### config.mk
export PLATFORM = sky130hd
export DESIGN_NAME = ctrl_reg_sequencer
export DESIGN_NICKNAME = d
export VERILOG_FILES = /design/src/rtl/ctrl_seq_pkg.sv /design/src/rtl/ctrl_seq_table.sv /design/src/rtl/ctrl_reg_sequencer.sv
export SDC_FILE = /design/constraint.sdc
export NUM_CORES = 2
export LEC_CHECK = 0
export ABC_AREA = 1
export CAP_MARGIN = 30
export CORE_MARGIN = 2
export CORE_UTILIZATION = 40
export DETAILED_ROUTE_END_ITERATION = 16
export PLACE_DENSITY = 0.64
export SLEW_MARGIN = 20
export SYNTH_ARGS = -nofsm -noshare
export SYNTH_HDL_FRONTEND = slang
export SYNTH_SLANG_ARGS = --single-unit
### constraint.sdc
create_clock -name s_axi_aclk -period 126.3 [get_ports s_axi_aclk]
set_input_delay 25.26 -clock s_axi_aclk [delete_from_list [all_inputs] [get_ports s_axi_aclk]]
set_output_delay 25.26 -clock s_axi_aclk [all_outputs]
set_load 0.005 [all_outputs]
### src/rtl/ctrl_seq_pkg.sv
// Shared constants and types for the control-register sequencer:
// FSM encoding, error codes, AXI response codes and the table entry layout.
package ctrl_seq_pkg;

    localparam logic [2:0] ST_IDLE    = 3'd0;
    localparam logic [2:0] ST_WR_REQ  = 3'd1;
    localparam logic [2:0] ST_WR_RESP = 3'd2;
    localparam logic [2:0] ST_RD_REQ  = 3'd3;
    localparam logic [2:0] ST_RD_RESP = 3'd4;
    localparam logic [2:0] ST_NEXT    = 3'd5;
    localparam logic [2:0] ST_FINISH  = 3'd6;

    localparam logic [1:0] ERR_NONE     = 2'd0;
    localparam logic [1:0] ERR_RESP     = 2'd1;
    localparam logic [1:0] ERR_MISMATCH = 2'd2;
    localparam logic [1:0] ERR_TIMEOUT  = 2'd3;

    localparam logic [1:0] RESP_OKAY   = 2'b00;
    localparam logic [1:0] RESP_SLVERR = 2'b10;

    typedef struct packed {
        logic [31:0] addr;
        logic [31:0] data;
    } seq_entry_t;

    function automatic logic resp_ok(input logic [1:0] resp);
        return (resp == RESP_OKAY);
    endfunction

endpackage

### src/rtl/ctrl_seq_table.sv
// Sequence table: DEPTH entries of {addr, data}, synchronous write,
// asynchronous read, cleared by reset.
module ctrl_seq_table
    import ctrl_seq_pkg::*;
#(
    parameter  int DEPTH = 16,
    localparam int IW    = $clog2(DEPTH)
) (
    input  logic          s_axi_aclk,
    input  logic          s_axi_areset,
    input  logic          we,
    input  logic [IW-1:0] wr_idx,
    input  seq_entry_t    wr_ent,
    input  logic [IW-1:0] rd_idx,
    output seq_entry_t    rd_ent
);

    seq_entry_t mem_r [DEPTH];

    // Entry storage with whole-array clear on reset
    always_ff @(posedge s_axi_aclk or posedge s_axi_areset) begin
        if (s_axi_areset) begin
            for (int i = 0; i < DEPTH; i++) begin
                mem_r[i] <= '0;
            end
        end else if (we) begin
            mem_r[wr_idx] <= wr_ent;
        end
    end

    assign rd_ent = mem_r[rd_idx];

endmodule

### src/rtl/ctrl_reg_sequencer.sv
// AXI-Lite master that replays a table of register writes, optionally
// verifying each by readback, with per-handshake timeout and abort.
module ctrl_reg_sequencer
    import ctrl_seq_pkg::*;
#(
    parameter  int DEPTH   = 16,
    parameter  int TIMEOUT = 255,
    parameter  int VERIFY  = 1,
    localparam int IW      = $clog2(DEPTH)
) (
    input  logic          s_axi_aclk,
    input  logic          s_axi_areset,
    input  logic          tbl_we,
    input  logic [IW-1:0] tbl_idx,
    input  logic [31:0]   tbl_addr,
    input  logic [31:0]   tbl_data,
    input  logic [IW:0]   seq_len,
    input  logic          start,
    input  logic          abort,
    output logic          busy,
    output logic          done,
    output logic          err,
    output logic [1:0]    err_code,
    output logic [IW-1:0] err_idx,
    output logic [31:0]   m_axi_awaddr,
    output logic          m_axi_awvalid,
    input  logic          m_axi_awready,
    output logic [31:0]   m_axi_wdata,
    output logic [3:0]    m_axi_wstrb,
    output logic          m_axi_wvalid,
    input  logic          m_axi_wready,
    input  logic [1:0]    m_axi_bresp,
    input  logic          m_axi_bvalid,
    output logic          m_axi_bready,
    output logic [31:0]   m_axi_araddr,
    output logic          m_axi_arvalid,
    input  logic          m_axi_arready,
    input  logic [31:0]   m_axi_rdata,
    input  logic [1:0]    m_axi_rresp,
    input  logic          m_axi_rvalid,
    output logic          m_axi_rready
);

    localparam int LW = IW + 1;
    localparam int CW = $clog2(TIMEOUT + 1);

    logic [2:0]    state_r;
    logic [CW-1:0] cnt_r;
    logic [IW-1:0] idx_r;
    logic [LW-1:0] len_r;
    logic          abort_pend_r;
    seq_entry_t    cur_ent_r;
    logic          aw_done_r, w_done_r;
    logic          awvalid_r, wvalid_r, bready_r, arvalid_r, rready_r;
    logic          busy_r, done_r, err_r;
    logic [1:0]    err_code_r;
    logic [IW-1:0] err_idx_r;

    logic [IW-1:0] rd_idx_s;
    seq_entry_t    tbl_wr_ent_s, tbl_rd_ent_s, nxt_ent_s;
    logic [LW-1:0] len_clamp_s;
    logic          aw_hs_s, w_hs_s, timeout_s, last_s;

    assign tbl_wr_ent_s = '{addr: tbl_addr, data: tbl_data};

    ctrl_seq_table #(.DEPTH(DEPTH)) u_table (
        .s_axi_aclk   (s_axi_aclk),
        .s_axi_areset (s_axi_areset),
        .we           (tbl_we),
        .wr_idx       (tbl_idx),
        .wr_ent       (tbl_wr_ent_s),
        .rd_idx       (rd_idx_s),
        .rd_ent       (tbl_rd_ent_s)
    );

    // The entry is fetched only when leaving IDLE or NEXT; a same-cycle table
    // write to that entry is forwarded so late updates are not lost.
    assign rd_idx_s    = (state_r == ST_NEXT) ? (idx_r + IW'(1)) : '0;
    assign nxt_ent_s   = (tbl_we && (tbl_idx == rd_idx_s)) ? tbl_wr_ent_s : tbl_rd_ent_s;
    assign len_clamp_s = (seq_len > LW'(DEPTH)) ? LW'(DEPTH) : seq_len;
    assign aw_hs_s     = awvalid_r & m_axi_awready;
    assign w_hs_s      = wvalid_r & m_axi_wready;
    assign timeout_s   = (cnt_r == CW'(TIMEOUT));
    assign last_s      = (({1'b0, idx_r} + LW'(1)) == len_r);

    // Sequencer FSM, AXI channel control and status registers
    always_ff @(posedge s_axi_aclk or posedge s_axi_areset) begin
        if (s_axi_areset) begin
            state_r      <= ST_IDLE;
            cnt_r        <= '0;
            idx_r        <= '0;
            len_r        <= '0;
            abort_pend_r <= 1'b0;
            cur_ent_r    <= '0;
            aw_done_r    <= 1'b0;
            w_done_r     <= 1'b0;
            awvalid_r    <= 1'b0;
            wvalid_r     <= 1'b0;
            bready_r     <= 1'b0;
            arvalid_r    <= 1'b0;
            rready_r     <= 1'b0;
            busy_r       <= 1'b0;
            done_r       <= 1'b0;
            err_r        <= 1'b0;
            err_code_r   <= ERR_NONE;
            err_idx_r    <= '0;
        end else begin
            cnt_r <= cnt_r + CW'(1);
            if (abort && busy_r) begin
                abort_pend_r <= 1'b1;
            end
            case (state_r)
                ST_IDLE: begin
                    cnt_r <= '0;
                    if (start) begin
                        done_r     <= (len_clamp_s == '0);
                        err_r      <= 1'b0;
                        err_code_r <= ERR_NONE;
                        err_idx_r  <= '0;
                        if (len_clamp_s != '0) begin
                            busy_r       <= 1'b1;
                            idx_r        <= '0;
                            len_r        <= len_clamp_s;
                            abort_pend_r <= 1'b0;
                            cur_ent_r    <= nxt_ent_s;
                            awvalid_r    <= 1'b1;
                            wvalid_r     <= 1'b1;
                            aw_done_r    <= 1'b0;
                            w_done_r     <= 1'b0;
                            state_r      <= ST_WR_REQ;
                        end
                    end
                end
                ST_WR_REQ: begin
                    if (aw_hs_s) begin
                        awvalid_r <= 1'b0;
                        aw_done_r <= 1'b1;
                    end
                    if (w_hs_s) begin
                        wvalid_r <= 1'b0;
                        w_done_r <= 1'b1;
                    end
                    if ((aw_done_r || aw_hs_s) && (w_done_r || w_hs_s)) begin
                        bready_r <= 1'b1;
                        cnt_r    <= '0;
                        state_r  <= ST_WR_RESP;
                    end else if (timeout_s) begin
                        awvalid_r  <= 1'b0;
                        wvalid_r   <= 1'b0;
                        err_code_r <= ERR_TIMEOUT;
                        err_idx_r  <= idx_r;
                        cnt_r      <= '0;
                        state_r    <= ST_FINISH;
                    end
                end
                ST_WR_RESP: begin
                    if (m_axi_bvalid) begin
                        bready_r <= 1'b0;
                        cnt_r    <= '0;
                        if (!resp_ok(m_axi_bresp)) begin
                            err_code_r <= ERR_RESP;
                            err_idx_r  <= idx_r;
                            state_r    <= ST_FINISH;
                        end else if (VERIFY != 0) begin
                            arvalid_r <= 1'b1;
                            state_r   <= ST_RD_REQ;
                        end else begin
                            state_r <= ST_NEXT;
                        end
                    end else if (timeout_s) begin
                        bready_r   <= 1'b0;
                        err_code_r <= ERR_TIMEOUT;
                        err_idx_r  <= idx_r;
                        cnt_r      <= '0;
                        state_r    <= ST_FINISH;
                    end
                end
                ST_RD_REQ: begin
                    if (m_axi_arready) begin
                        arvalid_r <= 1'b0;
                        rready_r  <= 1'b1;
                        cnt_r     <= '0;
                        state_r   <= ST_RD_RESP;
                    end else if (timeout_s) begin
                        arvalid_r  <= 1'b0;
                        err_code_r <= ERR_TIMEOUT;
                        err_idx_r  <= idx_r;
                        cnt_r      <= '0;
                        state_r    <= ST_FINISH;
                    end
                end
                ST_RD_RESP: begin
                    if (m_axi_rvalid) begin
                        rready_r <= 1'b0;
                        cnt_r    <= '0;
                        if (!resp_ok(m_axi_rresp)) begin
                            err_code_r <= ERR_RESP;
                            err_idx_r  <= idx_r;
                            state_r    <= ST_FINISH;
                        end else if (m_axi_rdata != cur_ent_r.data) begin
                            err_code_r <= ERR_MISMATCH;
                            err_idx_r  <= idx_r;
                            state_r    <= ST_FINISH;
                        end else begin
                            state_r <= ST_NEXT;
                        end
                    end else if (timeout_s) begin
                        rready_r   <= 1'b0;
                        err_code_r <= ERR_TIMEOUT;
                        err_idx_r  <= idx_r;
                        cnt_r      <= '0;
                        state_r    <= ST_FINISH;
                    end
                end
                ST_NEXT: begin
                    cnt_r <= '0;
                    if (last_s || abort_pend_r) begin
                        state_r <= ST_FINISH;
                    end else begin
                        idx_r     <= idx_r + IW'(1);
                        cur_ent_r <= nxt_ent_s;
                        awvalid_r <= 1'b1;
                        wvalid_r  <= 1'b1;
                        aw_done_r <= 1'b0;
                        w_done_r  <= 1'b0;
                        state_r   <= ST_WR_REQ;
                    end
                end
                ST_FINISH: begin
                    cnt_r   <= '0;
                    busy_r  <= 1'b0;
                    done_r  <= 1'b1;
                    err_r   <= (err_code_r != ERR_NONE);
                    state_r <= ST_IDLE;
                end
                default: begin
                    cnt_r     <= '0;
                    awvalid_r <= 1'b0;
                    wvalid_r  <= 1'b0;
                    bready_r  <= 1'b0;
                    arvalid_r <= 1'b0;
                    rready_r  <= 1'b0;
                    busy_r    <= 1'b0;
                    state_r   <= ST_IDLE;
                end
            endcase
        end
    end

    assign busy          = busy_r;
    assign done          = done_r;
    assign err           = err_r;
    assign err_code      = err_code_r;
    assign err_idx       = err_idx_r;
    assign m_axi_awaddr  = cur_ent_r.addr;
    assign m_axi_awvalid = awvalid_r;
    assign m_axi_wdata   = cur_ent_r.data;
    assign m_axi_wstrb   = 4'hF;
    assign m_axi_wvalid  = wvalid_r;
    assign m_axi_bready  = bready_r;
    assign m_axi_araddr  = cur_ent_r.addr;
    assign m_axi_arvalid = arvalid_r;
    assign m_axi_rready  = rready_r;

endmodule

==> results.py <==
metrics = {
    "setup_path": {
        "critPathLaunchType": "input pin",
        "list_of_cells_traversed_by_the_critical_path": "clkdlybuf4s50_1 -> inv_8 -> buf_4 -> buf_12 -> buf_4 -> buf_4 -> buf_4 -> buf_16",
        "worst_path_most_repeated_cell": "sky130_fd_sc_hd__buf_4",
        "r2r_end": "m_axi_wdata[21]$_DFFE_PP0P_",
        "path_class": "input pin to async pin",
        "max_stage_delay_ns": 0.77,
        "critical_path_slowest_stage_cell": "sky130_fd_sc_hd__buf_4",
        "worstPathArrival_ns": 29.48,
        "worstPathRequired_ns": 127.19,
        "critical_path.endpoint_type": "async pin",
        "timing.reg2reg.setup_slack_ns": 120.77,
        "worst_r2r_path_depth": 12,
        "cpLargestDelayFamily": "buffers and inverters",
        "cell_count_along_the_critical_path": 8,
        "critical_path.max_fanout": 108,
        "crit-reg2reg-launch": "idx_r[0]$_DFFE_PP0P_",
        "cp_num_buf_inv": 8,
    },
    "logic_synthesis": {
        "ys_seq_area_frac": 0.525,
        "syn-cell-area_mm2": 0.0536,
        "synth.lib_cells_used.distinct": 34,
        "synthDominantAreaCellType": "sky130_fd_sc_hd__dfrtp_1",
        "synth_warnings": 0,
        "ys_seq_elements": 1125,
        "synth.area.top_cells": "sky130_fd_sc_hd__dfrtp_1, sky130_fd_sc_hd__nand2_1, sky130_fd_sc_hd__o21ai_0",
        "synthesis.instances": 7118,
        "syn_area_per_cell_um2": 7.53,
        "yosysTopAreaCellShare": 0.525,
    },
    "routing": {
        "dr_total_vias": 45700,
        "routedWlPerCell_um": 18.0,
        "drt-total-wl_um": 159000,
        "post_detailed_route_via_to_cell_ratio": 5.16,
        "count_of_unresolved_drc_violations_after_routing": 0,
        "drt-initial-drc-count": 4863,
        "ant_nets": 0,
        "detail_route.first_pass.iterations": 6,
    },
    "clock_tree": {
        "post_cts.resized_instances": 0,
        "holdBufCountCts": 0,
        "cts_buffers": 115,
        "insertion_delay_ns": 0.72,
        "clkTransAtPathRegs_ns": 0.06,
        "clock_tree.htree_level_count": 3,
        "post_cts_setup_repair_bufs": 0,
        "tritoncts_clock_tree": "yes",
        "ctsLongestPathBuffers": 3,
        "root_buffer": "sky130_fd_sc_hd__clkbuf_16",
        "clock_sinks": 1125,
    },
    "worst_hold_path": {
        "timing.hold.worst.start": "cnt_r[0]$_DFF_PP0_",
        "timing.hold.worst.class": "flop to flop",
        "hold_end": "cnt_r[0]$_DFF_PP0_",
        "worstHoldPathCells": 1,
    },
    "final_layout": {
        "mostFrequentLayoutCells": "sky130_fd_sc_hd__nand2_1, sky130_fd_sc_hd__dfrtp_1, sky130_fd_sc_hd__o21ai_0, sky130_fd_sc_hd__nor2_1, sky130_fd_sc_hd__nand3_1",
        "post_route_design_area_mm2": 0.0605,
        "filler_cells": 13100,
        "most_common_cell_after_layout_fill_and_taps_aside": "sky130_fd_sc_hd__nand2_1",
        "final_cell_count_no_fill": 8847,
        "drive_above_1_share": 0.0468,
        "area_growth_from_synthesis_to_layout_pct": 12.9,
        "design.final.nets": 7103,
    },
    "sta": {
        "setup_viol": 0,
        "fmax_mhz": 35.0,
        "rsz_0062_raised_after_global_routing": "false",
        "slew_viol_final": 0,
        "timing_worst_slew_pin_value_ns": 1.03,
        "max_slew_margin": 0.313,
        "fin_worst_skew_ns": 0.0160,
        "total_count_of_hold_check_failures_in_the_final_report": 0,
        "final.setup.tns_ns": 0,
        "period_needed_ns": 28.58,
        "hold_slack_ns": 0.463,
        "finalCritPeriodShare": 0.226,
    },
    "placed_design": {
        "dpl-instance-area_mm2": 0.0565,
        "place.detailed.instances": 8626,
        "gp_congestion": 0.864,
        "port_buffers": 228,
        "detailedPlacementHpwl_um": 89400,
    },
    "grt": {
        "grt_first_pass_wirelength_um": 252000,
        "globalRouteTotalUtil": 0.233,
        "grt_pass1_vias": 43100,
        "grt_max_degree": 194,
        "grt_antenna_before_repair": 13,
        "grt.overflow.total": 0,
    },
    "power_and_ir_drop": {
        "power.leakage_uw": 0.0299,
        "fin_total_pwr_uw": 1120,
        "ir_drop_uv": 11.8,
        "power_density_mw_per_mm2": 18.5,
    },
    "floorplanning": {
        "die-height_um": 370,
        "row_count": 134,
        "floorplan.core_area_mm2": 0.133,
        "fp.dieArea_mm2": 0.137,
        "top_level_ports": 233,
        "die_width_um": 370,
        "initial_utilization": 0.402,
    },
    "flow_run": {
        "timing.max_cap.violations": 0,
    },
    "status": {
        "outcome": "finished, final reports clean",
    },
}
-- how the worst max path moves through the flow --
stage | slack, ns | end | from
2_1_floorplan | 69.36 | abort_pend_r$_DFF_PP0_ | s_axi_areset
3_3_place_gp | 96.25 | m_axi_araddr[0]$_DFFE_PP0P_ | s_axi_areset
3_5_place_dp | 96.38 | u_table.mem_r[538]$_DFFE_PP0P_ | s_axi_areset
4_1_cts | 97.15 | u_table.mem_r[138]$_DFFE_PP0P_ | s_axi_areset
5_1_grt | 97.13 | u_table.mem_r[292]$_DFFE_PP0P_ | s_axi_areset
6_report | 97.72 | u_table.mem_r[745]$_DFFE_PP0P_ | s_axi_areset
-- registers in the layout, indices dropped and copies added, names as in the netlist, 3 cells and up --
register       flops
idx_r              4
len_r              5
m_axi_wdata       32
state_r            3
cnt_r              8
u_table.mem_r   1024
err_idx            4
m_axi_araddr      32
-- metal layers --
layer	global-route usage	share of wire
met5	0	0.00075
met4	0.0698	0.024
met3	0.0487	0.081
met2	0.367	0.45
met1	0.323	0.45
-- cells in the mapped netlist --
cell	count
sky130_fd_sc_hd__clkbuf_1	357
sky130_fd_sc_hd__dfrtp_1	1125
sky130_fd_sc_hd__nor3b_1	2
sky130_fd_sc_hd__clkbuf_2	1
sky130_fd_sc_hd__o32ai_1	1
sky130_fd_sc_hd__nor2_2	1
sky130_fd_sc_hd__a221oi_1	1
sky130_fd_sc_hd__nand2_1	2549
sky130_fd_sc_hd__nor2_1	662
sky130_fd_sc_hd__or2_2	32
sky130_fd_sc_hd__nand3_1	546
sky130_fd_sc_hd__xor2_1	4
sky130_fd_sc_hd__o31ai_1	2
sky130_fd_sc_hd__a31oi_1	3
sky130_fd_sc_hd__nand3b_1	1
sky130_fd_sc_hd__o21ai_1	6
sky130_fd_sc_hd__nor3_1	7
sky130_fd_sc_hd__xnor2_1	29
sky130_fd_sc_hd__inv_1	387
sky130_fd_sc_hd__o21ai_0	1064
sky130_fd_sc_hd__buf_6	4
sky130_fd_sc_hd__a21oi_1	101
sky130_fd_sc_hd__conb_1	1
sky130_fd_sc_hd__nor4_1	5
sky130_fd_sc_hd__inv_2	5
sky130_fd_sc_hd__ha_1	2
sky130_fd_sc_hd__nor2_4	2
sky130_fd_sc_hd__buf_4	56
sky130_fd_sc_hd__nand4_1	8
sky130_fd_sc_hd__o211a_1	1
sky130_fd_sc_hd__buf_2	138
sky130_fd_sc_hd__buf_1	11
sky130_fd_sc_hd__nand3_2	3
sky130_fd_sc_hd__a31oi_2	1
-- kinds of logic (layout without fill, tap and decap cells) --
kind of cell | after synthesis | in the layout | share of synthesized area
AO/OA/AOI/OAI | 1180 | 1180 | 0.111
XOR/XNOR | 33 | 33 | 0.00539
adder cells (fa/ha/maj) | 2 | 2 | 0.000467
buffers and inverters | 959 | 915 | 0.0749
flip-flops | 1125 | 1125 | 0.525
other | 1 | 6 | 0.0000700
AND/OR/NAND/NOR | 3818 | 3818 | 0.283
-- cell type report --
cell class,count,area (µm²),share of cell area
timing repair buffer,311,3200,0.0528
antenna,2,5.00,0.0000827
tap,1768,2210,0.0366
inverter,392,1490,0.0246
sequential,1125,28200,0.465
clock buffer,178,3440,0.0568
multi-input combinational,5037,21600,0.357
clock inverter,34,392,0.00647
-- report_power, final --
group          switching (µW)  leakage [µW]  internal, µW
clock network             145       0.00189           201
registers                47.2        0.0141           441
logic                     174        0.0139           111
total                     366        0.0299           753
-- per-stage QoR --
stage / setup slack [ns] / utilization
after global placement: 96.25 / 0.422
after floorplan: 69.36 / -
after detailed placement: 96.38 / 0.424
final: 97.72 / 0.454
after CTS: 97.15 / 0.453
after global routing: 97.13 / 0.454
Note: power is estimated with default switching activity, not from simulation.
